$ cat src/rtl/dm_arbiter_pkg.sv
// Shared widths, FSM encoding and request-field bundle for the data-memory arbiter.
// Used by the arbiter top, its port mux and the dm bus interface.
package dm_arbiter_pkg;

  localparam int unsigned DM_OP_W = 3;
  localparam int unsigned DATA_W  = 32;
  localparam int unsigned ADDR_W  = 32;

  typedef enum logic [0:0] {
    StNormal,
    StLock
  } arb_state_e;

  // Access fields of one requester; the request bit itself stays separate.
  typedef struct packed {
    logic               we;
    logic [ADDR_W-1:0]  addr;
    logic [DATA_W-1:0]  wdata;
    logic [DM_OP_W-1:0] op;
  } port_fields_t;

endpackage

$ cat src/rtl/dm_arbiter_if.sv
// Single-port data-memory bus between the arbiter (master) and the dm (slave).
// dm_rdata is combinational from dm_addr/dm_op on the memory side.
interface dm_arbiter_if;
  import dm_arbiter_pkg::*;

  logic               dm_w;
  logic               dm_r;
  logic [ADDR_W-1:0]  dm_addr;
  logic [DATA_W-1:0]  dm_wdata;
  logic [DM_OP_W-1:0] dm_op;
  logic [DATA_W-1:0]  dm_rdata;

  modport master (
    output dm_w,
    output dm_r,
    output dm_addr,
    output dm_wdata,
    output dm_op,
    input  dm_rdata
  );

  modport slave (
    input  dm_w,
    input  dm_r,
    input  dm_addr,
    input  dm_wdata,
    input  dm_op,
    output dm_rdata
  );

endinterface

$ cat src/rtl/dm_arb_port_mux.sv
// 2:1 mux of the winning requester's fields onto the dm bus, plus read/write strobes.
// With no winner every dm output is driven to zero.
module dm_arb_port_mux
  import dm_arbiter_pkg::*;
(
  input  port_fields_t       cpu,
  input  port_fields_t       dbg,
  input  logic               cpu_win,
  input  logic               dbg_win,
  output logic               dm_w,
  output logic               dm_r,
  output logic [ADDR_W-1:0]  dm_addr,
  output logic [DATA_W-1:0]  dm_wdata,
  output logic [DM_OP_W-1:0] dm_op
);

  port_fields_t sel;
  logic         any_win;

  always_comb begin
    sel = '0;
    if (dbg_win) begin
      sel = dbg;
    end else if (cpu_win) begin
      sel = cpu;
    end
  end

  assign any_win  = cpu_win | dbg_win;
  assign dm_w     = any_win & sel.we;
  assign dm_r     = any_win & ~sel.we;
  assign dm_addr  = sel.addr;
  assign dm_wdata = sel.wdata;
  assign dm_op    = sel.op;

endmodule

$ cat src/rtl/dm_arbiter.sv
// Shares the data memory between the CPU MEM stage (priority) and the debug/loader port.
// A saturating wait counter bounds debug starvation; dbg_lock holds dm for debug bursts.
module dm_arbiter
  import dm_arbiter_pkg::*;
#(
  parameter int unsigned MAX_WAIT = 4,
  parameter int unsigned WAIT_W   = 3
) (
  input  logic               clk,
  input  logic               rst,

  input  logic               cpu_req,
  input  logic               cpu_we,
  input  logic [ADDR_W-1:0]  cpu_addr,
  input  logic [DATA_W-1:0]  cpu_wdata,
  input  logic [DM_OP_W-1:0] cpu_op,
  output logic               cpu_stall,
  output logic               cpu_rvalid,
  output logic [DATA_W-1:0]  cpu_rdata,

  input  logic               dbg_req,
  input  logic               dbg_we,
  input  logic [ADDR_W-1:0]  dbg_addr,
  input  logic [DATA_W-1:0]  dbg_wdata,
  input  logic [DM_OP_W-1:0] dbg_op,
  input  logic               dbg_lock,
  output logic               dbg_gnt,
  output logic               dbg_rvalid,
  output logic [DATA_W-1:0]  dbg_rdata,

  dm_arbiter_if.master       dm
);

  localparam logic [WAIT_W-1:0] WaitMax = WAIT_W'(MAX_WAIT);

  arb_state_e         state_q;
  logic [WAIT_W-1:0]  wait_cnt_q;
  logic               cpu_rvalid_q;
  logic               dbg_rvalid_q;
  logic [DATA_W-1:0]  cpu_rdata_q;
  logic [DATA_W-1:0]  dbg_rdata_q;

  logic               lock_mode;
  logic               cpu_win;
  logic               dbg_win;
  port_fields_t       cpu_fields;
  port_fields_t       dbg_fields;

  // Dropping dbg_lock takes effect in the same cycle, so that cycle arbitrates as normal.
  always_comb begin
    lock_mode = (state_q == StLock) && dbg_lock;
    cpu_win   = 1'b0;
    dbg_win   = 1'b0;
    if (!rst) begin
      if (lock_mode) begin
        dbg_win = dbg_req;
      end else begin
        dbg_win = dbg_req && (!cpu_req || (wait_cnt_q == WaitMax));
        cpu_win = cpu_req && !dbg_win;
      end
    end
  end

  assign cpu_stall  = cpu_req && !cpu_win;
  assign dbg_gnt    = dbg_win;
  assign cpu_rvalid = cpu_rvalid_q;
  assign dbg_rvalid = dbg_rvalid_q;
  assign cpu_rdata  = cpu_rdata_q;
  assign dbg_rdata  = dbg_rdata_q;

  assign cpu_fields = '{we: cpu_we, addr: cpu_addr, wdata: cpu_wdata, op: cpu_op};
  assign dbg_fields = '{we: dbg_we, addr: dbg_addr, wdata: dbg_wdata, op: dbg_op};

  dm_arb_port_mux u_port_mux (
    .cpu      (cpu_fields),
    .dbg      (dbg_fields),
    .cpu_win  (cpu_win),
    .dbg_win  (dbg_win),
    .dm_w     (dm.dm_w),
    .dm_r     (dm.dm_r),
    .dm_addr  (dm.dm_addr),
    .dm_wdata (dm.dm_wdata),
    .dm_op    (dm.dm_op)
  );

  always_ff @(posedge clk) begin
    if (rst) begin
      state_q      <= StNormal;
      wait_cnt_q   <= '0;
      cpu_rvalid_q <= 1'b0;
      dbg_rvalid_q <= 1'b0;
      cpu_rdata_q  <= '0;
      dbg_rdata_q  <= '0;
    end else begin
      cpu_rvalid_q <= cpu_win && !cpu_we;
      dbg_rvalid_q <= dbg_win && !dbg_we;
      if (cpu_win && !cpu_we) begin
        cpu_rdata_q <= dm.dm_rdata;
      end
      if (dbg_win && !dbg_we) begin
        dbg_rdata_q <= dm.dm_rdata;
      end

      if (dbg_win || !dbg_req) begin
        wait_cnt_q <= '0;
      end else if (wait_cnt_q != WaitMax) begin
        wait_cnt_q <= wait_cnt_q + WAIT_W'(1);
      end

      case (state_q)
        StNormal: if (dbg_win && dbg_lock) state_q <= StLock;
        StLock:   if (!dbg_lock) state_q <= StNormal;
        default:  state_q <= StNormal;
      endcase
    end
  end

endmodule

$ cat src/flat_wrapper.sv
// flat-port wrapper written by rule: the top's interface ports become plain ports
module dm_arbiter_flat import dm_arbiter_pkg::*;
#(
  parameter int unsigned MAX_WAIT = 4,
  parameter int unsigned WAIT_W   = 3
)
  (clk, rst, cpu_req, cpu_we, cpu_addr, cpu_wdata, cpu_op, cpu_stall, cpu_rvalid, cpu_rdata, dbg_req, dbg_we, dbg_addr, dbg_wdata, dbg_op, dbg_lock, dbg_gnt, dbg_rvalid, dbg_rdata, dm_dm_w, dm_dm_r, dm_dm_addr, dm_dm_wdata, dm_dm_op, dm_dm_rdata);
  dm_arbiter_if dm_i ();
  input  logic clk;
  input  logic rst;
  input  logic cpu_req;
  input  logic cpu_we;
  input  logic [ADDR_W-1:0] cpu_addr;
  input  logic [DATA_W-1:0] cpu_wdata;
  input  logic [DM_OP_W-1:0] cpu_op;
  output logic cpu_stall;
  output logic cpu_rvalid;
  output logic [DATA_W-1:0] cpu_rdata;
  input  logic dbg_req;
  input  logic dbg_we;
  input  logic [ADDR_W-1:0] dbg_addr;
  input  logic [DATA_W-1:0] dbg_wdata;
  input  logic [DM_OP_W-1:0] dbg_op;
  input  logic dbg_lock;
  output logic dbg_gnt;
  output logic dbg_rvalid;
  output logic [DATA_W-1:0] dbg_rdata;
  output wire logic [$bits(dm_i.dm_w)-1:0] dm_dm_w;
  output wire logic [$bits(dm_i.dm_r)-1:0] dm_dm_r;
  output wire logic [$bits(dm_i.dm_addr)-1:0] dm_dm_addr;
  output wire logic [$bits(dm_i.dm_wdata)-1:0] dm_dm_wdata;
  output wire logic [$bits(dm_i.dm_op)-1:0] dm_dm_op;
  input wire logic [$bits(dm_i.dm_rdata)-1:0] dm_dm_rdata;
  assign dm_dm_w = dm_i.dm_w;
  assign dm_dm_r = dm_i.dm_r;
  assign dm_dm_addr = dm_i.dm_addr;
  assign dm_dm_wdata = dm_i.dm_wdata;
  assign dm_dm_op = dm_i.dm_op;
  assign dm_i.dm_rdata = dm_dm_rdata;
  dm_arbiter #(.MAX_WAIT(MAX_WAIT), .WAIT_W(WAIT_W)) u_core (.clk(clk), .rst(rst), .cpu_req(cpu_req), .cpu_we(cpu_we), .cpu_addr(cpu_addr), .cpu_wdata(cpu_wdata), .cpu_op(cpu_op), .cpu_stall(cpu_stall), .cpu_rvalid(cpu_rvalid), .cpu_rdata(cpu_rdata), .dbg_req(dbg_req), .dbg_we(dbg_we), .dbg_addr(dbg_addr), .dbg_wdata(dbg_wdata), .dbg_op(dbg_op), .dbg_lock(dbg_lock), .dbg_gnt(dbg_gnt), .dbg_rvalid(dbg_rvalid), .dbg_rdata(dbg_rdata), .dm(dm_i));
endmodule
$ cat config.mk
export PLATFORM = sky130hd
export DESIGN_NAME = dm_arbiter_flat
export DESIGN_NICKNAME = d
export VERILOG_FILES = /design/src/rtl/dm_arbiter_pkg.sv /design/src/rtl/dm_arbiter_if.sv /design/src/rtl/dm_arb_port_mux.sv /design/src/rtl/dm_arbiter.sv /design/src/flat_wrapper.sv
export SDC_FILE = /design/constraint.sdc
export NUM_CORES = 1
export LEC_CHECK = 0
export ABC_AREA = 1
export BUFFER_PORTS_ARGS = -buffer_cell sky130_fd_sc_hd__buf_2
export CAP_MARGIN = 20
export CORE_AREA = 2 2 119 121
export CTS_BUF_LIST = sky130_fd_sc_hd__clkbuf_2
export DETAILED_ROUTE_END_ITERATION = 10
export DIE_AREA = 0 0 121 123
export PLACE_DENSITY = 0.72
export SETUP_SLACK_MARGIN = 0.15
export SLEW_MARGIN = 10
export SYNTH_ARGS = -nofsm -noshare
export SYNTH_HDL_FRONTEND = slang
export SYNTH_SLANG_ARGS = --single-unit
$ cat constraint.sdc
create_clock -name clk -period 2 [get_ports clk]
set_input_delay 0.1 -clock clk [delete_from_list [all_inputs] [get_ports clk]]
set_output_delay 0.1 -clock clk [all_outputs]
set_load 0.05 [all_outputs]
==> results of run 1 <==
==> registers in the layout (all words and copies together), names as in the netlist <==
| signal | flops |
|---|---|
| u_core.cpu_rdata | 32 |
| u_core.dbg_rdata | 32 |
| u_core.wait_cnt_q | 3 |
| u_core.cpu_rvalid | 1 |
| u_core.dbg_rvalid | 1 |
| u_core.state_q | 1 |
==> through the flow <==
| stage | cells | total power, mW | setup TNS, ps |
|---|---|---|---|
| 6_report | 1279 | 4.11 | -6010 |
| 5_1_grt | 1278 | 4.30 | -14860 |
| 3_5_place_dp | 1198 | 2.89 | 0 |
| 2_1_floorplan | 737 | 2.36 | 0 |
| 3_3_place_gp | 1198 | 2.88 | 0 |
| 4_1_cts | 1272 | 4.01 | -6960 |
==> critical path: cells and delay by family (launching register included) <==
kind	cells	cell delay [ps]
and+or+nand+nor	5	590
buffers and inverters	4	480
DFF	1	360
adders and majority gates	1	140
==> power by group through the flow <==
stage | clock [mW] | combinational (mW) | sequential [mW]
finish | 0.812 | 1.81 | 1.49
global route | 0.903 | 1.90 | 1.49
CTS | 0.850 | 1.68 | 1.49
detailed placement | 0 | 1.37 | 1.51
global placement | 0 | 1.37 | 1.51
floorplan | 0 | 0.649 | 1.71
==> final cells by class <==
class,count,area [sq um],share of cell area
inverters,140,536,0.0668
repair buffers,384,3220,0.401
clock buffers,12,60.1,0.00749
diodes,2,5.00,0.000624
clock inverters,4,47.5,0.00593
multi-input cells,487,2520,0.314
flip-flops and latches,70,1400,0.175
well taps,180,225,0.0281
==> worst min-delay path by stage <==
stage / from / endpoint / depth (start not counted)
floorplan: rst / u_core.state_q / 1
global placement: dbg_lock / u_core.state_q / 3
detailed placement: dm_dm_rdata[22] / u_core.dbg_rdata[22] / 3
CTS: dbg_req / u_core.dbg_rvalid / 5
global route: dbg_req / u_core.dbg_rvalid / 5
finish: dbg_req / u_core.dbg_rvalid / 5
==> cells by family (layout without fill, tap and decap cells) <==
logic type	count (synthesis)	count (layout)	share of synthesized area
adder cells (fa/ha/maj)	2	2	0.00609
XOR/XNOR	2	2	0.00426
AO/OA/AOI/OAI	4	4	0.00548
other	0	2	0
AND/OR/NAND/NOR	479	479	0.464
buffers and inverters	180	540	0.179
flip-flops	70	70	0.341
==> per-layer routing <==
layer,track usage,part of all wire,wire length (um)
met2,0.436,0.47,10200
met3,0.0701,0.096,2070
met5,0,0.0016,35
met4,0.111,0.055,1190
met1,0.305,0.38,8150
==> repair_timing <==
item | CTS | global route
setup buffers | 15 | 2
hold buffers | 36 | 1
hold endpoints to repair | 69 | 3
gates cloned | 7 | 3
gates resized for setup | 201 | 98
setup endpoints to repair | 90 | 74
pin swaps | 12 | 30
==> placed cells by master (no fill, tap or decap), drive strengths merged <==
| cell | n |
|---|---|
| clkbuf | 15 |
| nor2 | 101 |
| o21ai | 1 |
| clkinv | 4 |
| buf | 345 |
| ha | 2 |
| inv | 139 |
| xnor2 | 1 |
| xor2 | 1 |
| bufinv | 1 |
| diode | 2 |
| nand3 | 5 |
| a21oi | 2 |
| dlygate4sd3 | 36 |
| nand2 | 341 |
| dfxtp | 70 |
| nand4 | 32 |
| a21boi | 1 |
==> results by group, run 1 <==
Outcome
  – Status: finished, violations left
  – Violated checks: setup timing

Cells and area
  – Layout area overhead: 95.0%
  – Final nets: 1,267
  – Util after Layout: 0.589
  – Share of layout cells above drive strength 1: 0.432
  – # fillers: 1,179
  – Final non-filler cell area: 0.00802 sq mm

Logic synthesis
  – Synth cell count leaders: nand2_1, inv_1, nor2_1
  – Register area share after synthesis: 0.341
  – Synth area leader: dfxtp_1
  – Synthesized Nets: 912
  – Asr flop ratio synth: 0
  – Netlist Area Pre-Place: 0.00411 sq mm
  – Top FF cell, synth: dfxtp_1
  – Yosys reg bits: 70
  – Synth top area share: 0.341
  – Synth warnings: 0
  – EDFF count, synth: 0
  – Unique masters post-synth: 22
  – Synth Instances: approximately 740
  – Largest cells by area after synthesis: dfxtp_1, nand2_1, inv_1
  – Syn Area/Cell: 5.58 sq um
  – Top-count cell post-synth: nand2_1

Critical path
  – CP Cell Sequence: inv_2 > ha_4 > nand2_4 > nand3_4 > nand2_4 > inv_8 > buf_12 > nand2_1 > nand2_4 > buf_12
  – Max stage delay on crit path: 360 ps
  – Most used cell, CP: nand2_4
  – Max FO, Critical Path: 20
  – Setup crit end: dm_dm_addr[11]
  – Worst Path Required: 1900 ps
  – Critical path capture point type: output pin
  – RR Startpoint: u_core.wait_cnt_q[0]
  – Worst setup SP type: flop
  – Crit path from: u_core.wait_cnt_q[1]
  – Worst Path Arrival: 2070 ps
  – R2r endpoint: u_core.cpu_rdata[21]
  – Register-to-Register Path Depth: 11
  – Slowest CP cell: dfxtp_2
  – Worst R2R Setup Slack: 280 ps
  – Setup Crit Path Kind: reg -> out

Timing
  – Max-slew violations: 0
  – Clock Skews: about 25 ps
  – Rel. slew slack: 0.533
  – Final hold slack: 74.2 ps
  – Achievable Freq: 460 MHz
  – Count of final hold-check violations: 0
  – Fin crit period: 2170 ps
  – RSZ-0062 raised after global routing: yes
  – Period utilisation layout: 1.09
  – Setup-failing EPs final: about 70
  – Worst slew pin tran: 701 ps
  – Final setup margin: -172 ps

Power and ir drop
  – Sw Share: 0.404
  – P_sw: around 1.7 mW
  – Flop pwr share: 0.361
  – Int Power: 2.45 mW
  – Worst VDD drop: 344 uV
  – Part of the power in the clock network: 0.198
  – Leakage: 4.73 nW
  – Cell area power density: roughly 510 mW/mm^2
  – Combinational Power Share: 0.441

Global routing
  – Total track usage: 0.257
  – Total grt overflow: 0
  – Initial antenna violation count: 2
  – First-pass GRT wire length: roughly 29 mm
  – Vias in the first global route: approximately 5,200
  – Largest net degree at the start of global routing: 66

Clock tree
  – TritonCTS clock tree: built
  – Clock Tree Buf Depth: 2
  – H-tree Lvls: 3
  – Clk sink count: 70
  – Clk_lat worst skew: between 500 and 600 ps
  – Reg clk slew, reported paths: between 150 and 200 ps
  – TritonCTS Buffers: 9
  – CTS root buffer: clkbuf_2

Placement
  – HPWL after DPL: 13.4 mm
  – GPL Wtd Cong: 0.941
  – Setup WS pre-CTS: 116 ps
  – Port bufs: slightly above 300
  – Dpl cell area: 0.00613 sq mm

Floorplan
  – Initial Utilization: 0.302
  – Die Wd: between 100 and 150 um
  – Core box area: approximately 0.014 sq mm
  – Die H: approximately 120 um
  – Row count: 43
  – Die ar.: 0.0149 sq mm
  – Ports: 310

Drt
  – DR vias: ~5,800
  – Residual DRC: 0
  – Initial DRT Pass Iterations: 5
  – Wirelength, routed: 21.7 mm
  – Number of routed nets with antenna violations: 0
  – Wire per inst: 16.9 um
  – Via density: around 4.5
  – Initial drt markers: 326

Hold path
  – Hold Path Class: in -> reg

Run
  – # Max-Cap Violations: 0
Power figures use the tool's default switching activity.
==> run 2, diff against run 1 <==
Settings changed: CORE_AREA 2 2 119 121 to not set, CORE_UTILIZATION set to 25, DIE_AREA 0 0 121 123 to not set, PLACE_DENSITY 0.72 to 0.63.
==> results by group, run 2 (same netlist as run 1, synthesis figures left out) <==
Drt
  – Met2 WL post-DR: 11.3 mm (+11%)
  – DR top layer: met4
  – Residual DRC: 0 (unchanged)
  – Wire length on met1: 8.74 mm (+7.3%)
  – Via density: 4.43 (-2.6%)
  – DR vias: 5,874 (+1.0%)
  – Initial drt markers: 251 (-23%)
  – DR WL met3: 2.05 mm (-1.0%)
  – Number of routed nets with antenna violations: 0 (unchanged)
  – Initial DRT Pass Iterations: 5 (unchanged)
  – Wire per inst: 17.5 um (+3.6%)
  – Wirelength, routed: 23.3 mm (+7.5%)

Critical path
  – Max FO, Critical Path: 5 (-75%)
  – Slowest CP cell: dfxtp_2
  – Worst Path Arrival: 2150 ps (+80 ps)
  – Register-to-Register Path Depth: 8 (-3)
  – Critical path capture point type: output pin
  – Worst R2R Setup Slack: 230 ps (-50 ps)
  – Setup Crit Path Kind: reg -> out
  – Setup crit end: dm_dm_addr[22]
  – Crit path from: u_core.wait_cnt_q[0]
  – Worst Path Required: 1900 ps (about the same)
  – RR Startpoint: u_core.wait_cnt_q[0]
  – R2r endpoint: u_core.dbg_rvalid
  – Worst setup SP type: flop
  – Max stage delay on crit path: 380 ps (+20 ps)
  – Most used cell, CP: nand2_4
  – CP Cell Sequence: inv_2 > ha_4 > nand2_4 > nand2_4 > nand2_4 > nand2_8 > clkinv_8 > buf_12 > buf_16 > nand2_2 > nand2_2 > buf_12

Clock tree
  – CTS root buffer: clkbuf_2
  – Reg clk slew, reported paths: 250 ps (+80 ps)
  – H-tree Lvls: 3 (unchanged)
  – TritonCTS clock tree: built
  – Clk_lat worst skew: 550 ps (+40 ps)
  – TritonCTS Buffers: 9 (unchanged)
  – Clock Tree Buf Depth: 2 (unchanged)
  – Clk sink count: 70 (unchanged)

Cells and area
  – Highest-count cells in the layout ignoring fill and taps: buf_2, nand2_1, inv_1
  – Util after Layout: 0.535 (-0.0535)
  – Final nets: 1,278 (+0.87%)
  – # fillers: 1,443 (+22%)
  – Layout area overhead: 108%
  – Register area: 0.00140 sq mm (unchanged)
  – Commonest non-fill, non-tap cell in the layout: buf_2
  – Share of layout cells above drive strength 1: 0.461 (+0.0291)
  – Multi-input gate area: 0.00268 sq mm (+6.2%)

Timing
  – Fin crit period: 2250 ps (+77.5 ps)
  – Setup-failing EPs final: 71 (+4.4%)
  – Period utilisation layout: 1.12 (+0.0388)
  – RSZ-0062 raised after global routing: yes
  – Clock Skews: 38.3 ps (+13.6 ps)
  – Rel. slew slack: 0.523 (-0.00963)
  – Max-slew violations: 0 (unchanged)
  – Final setup margin: -250 ps (-77.5 ps)
  – Worst slew pin tran: 715 ps (+14.4 ps)
  – Count of final hold-check violations: 0 (unchanged)
  – Achievable Freq: 445 MHz (-3.4%)

Outcome
  – Violated checks: setup timing
  – Status: finished, violations left

Global routing
  – First-pass GRT wire length: 30.3 mm (+5.5%)
  – Vias in the first global route: 5,290 (+1.2%)
  – Largest net degree at the start of global routing: 66 (unchanged)
  – Initial antenna violation count: 3 (+1)
  – Total track usage: 0.245 (-0.0124)
  – Total grt overflow: 0 (unchanged)

Power and ir drop
  – Cell area power density: 544 mW/mm^2 (+6.0%)
  – Tot Pwr: 4.64 mW (+13%)
  – Sw Share: 0.382 (-0.0225)
  – P_sw: 1.77 mW (+6.6%)
  – Leakage: 4.92 nW (+3.9%)
  – Int Power: 2.87 mW (+17%)
  – Worst VDD drop: 429 uV (+25%)
  – Combinational Power Share: 0.412 (-0.029)
  – Part of the power in the clock network: 0.268 (+0.070)
  – Flop pwr share: 0.320 (-0.041)

Hold path
  – Hold Path Stages: 5 (unchanged)
  – Hold Path Class: in -> reg

Floorplan
  – Die Wd: 130 um (+7.6%)
  – Core box area: 0.0159 sq mm (+17%)
  – Ports: 310 (unchanged)
  – Row count: 46 (+7.0%)
  – Die H: 130 um (+5.9%)
  – Die ar.: 0.0170 sq mm (+14%)
  – Initial Utilization: 0.258 (-0.0442)

Placement
  – GPL Wtd Cong: 0.872 (-7.3%)
  – HPWL after DPL: 13.6 mm (+1.2%)
  – Port bufs: 309 (unchanged)

Run
  – # Max-Cap Violations: 0 (unchanged)
-- run 2: final cells by class --
class	instances	area share
diodes	3	0.000879
clock buffers	9	0.00528
clock inverters	7	0.0169
inverters	140	0.0639
multi-input cells	487	0.313
flip-flops and latches	70	0.164
well taps	216	0.0317
repair buffers	394	0.402
repair inverters	1	0.00103
-- run 2: how the worst min path moves through the flow --
stage | start | endpoint | slack, ps
after global placement | dbg_lock | u_core.state_q | 310
after CTS | cpu_we | u_core.cpu_rdata[0] | 70
after detailed placement | dbg_lock | u_core.state_q | 320
final | cpu_we | u_core.cpu_rvalid | 110
after global routing | cpu_we | u_core.cpu_rvalid | 80
after floorplan | rst | u_core.state_q | 210
-- run 2: stage by stage --
stage | std cells | hold slack [ps] | cell area, sq um | setup TNS, ps | setup WS (ps)
2_1_floorplan | 737 | 213 | 4120 | 0 | 257
3_3_place_gp | 1234 | 315 | 6160 | 0 | 147
3_5_place_dp | 1234 | 318 | 6160 | 0 | 79.9
4_1_cts | 1312 | 72.3 | 7760 | -14260 | -271
5_1_grt | 1327 | 80.0 | 8540 | -23460 | -415
6_report | 1327 | 110 | 8540 | -12590 | -250
-- run 2: repair_timing --
item                                   4_1_cts  5_1_grt
gates resized for setup                    210      152
cloned                                      10        6
hold buffers                                37        1
endpoints found under the hold margin       69        1
pin swaps                                   12       32
setup buffers                               15        6
setup endpoints to repair                  103      105
-- run 2: critical path: cells and delay by family (launching register included) --
kind          cells  cell delay [ps]
simple gates      6              460
fa+ha+maj         1              150
flops             1              380
buf+inv           5              600
-- run 2: layer usage --
metal  vias to the layer above  GRT usage
met2                       291      0.415
met5                         -          0
met1                      2670      0.265
li1                       2858          -
met4                         0      0.146
met3                        55     0.0808
-- run 2: power by group through the flow --
stage | logic [mW] | registers, mW | clock network (mW)
floorplan | 0.649 | 1.71 | 0
global placement | 1.37 | 1.51 | 0
detailed placement | 1.37 | 1.51 | 0
CTS | 1.70 | 1.49 | 1.28
global route | 2.01 | 1.50 | 1.35
finish | 1.91 | 1.49 | 1.24
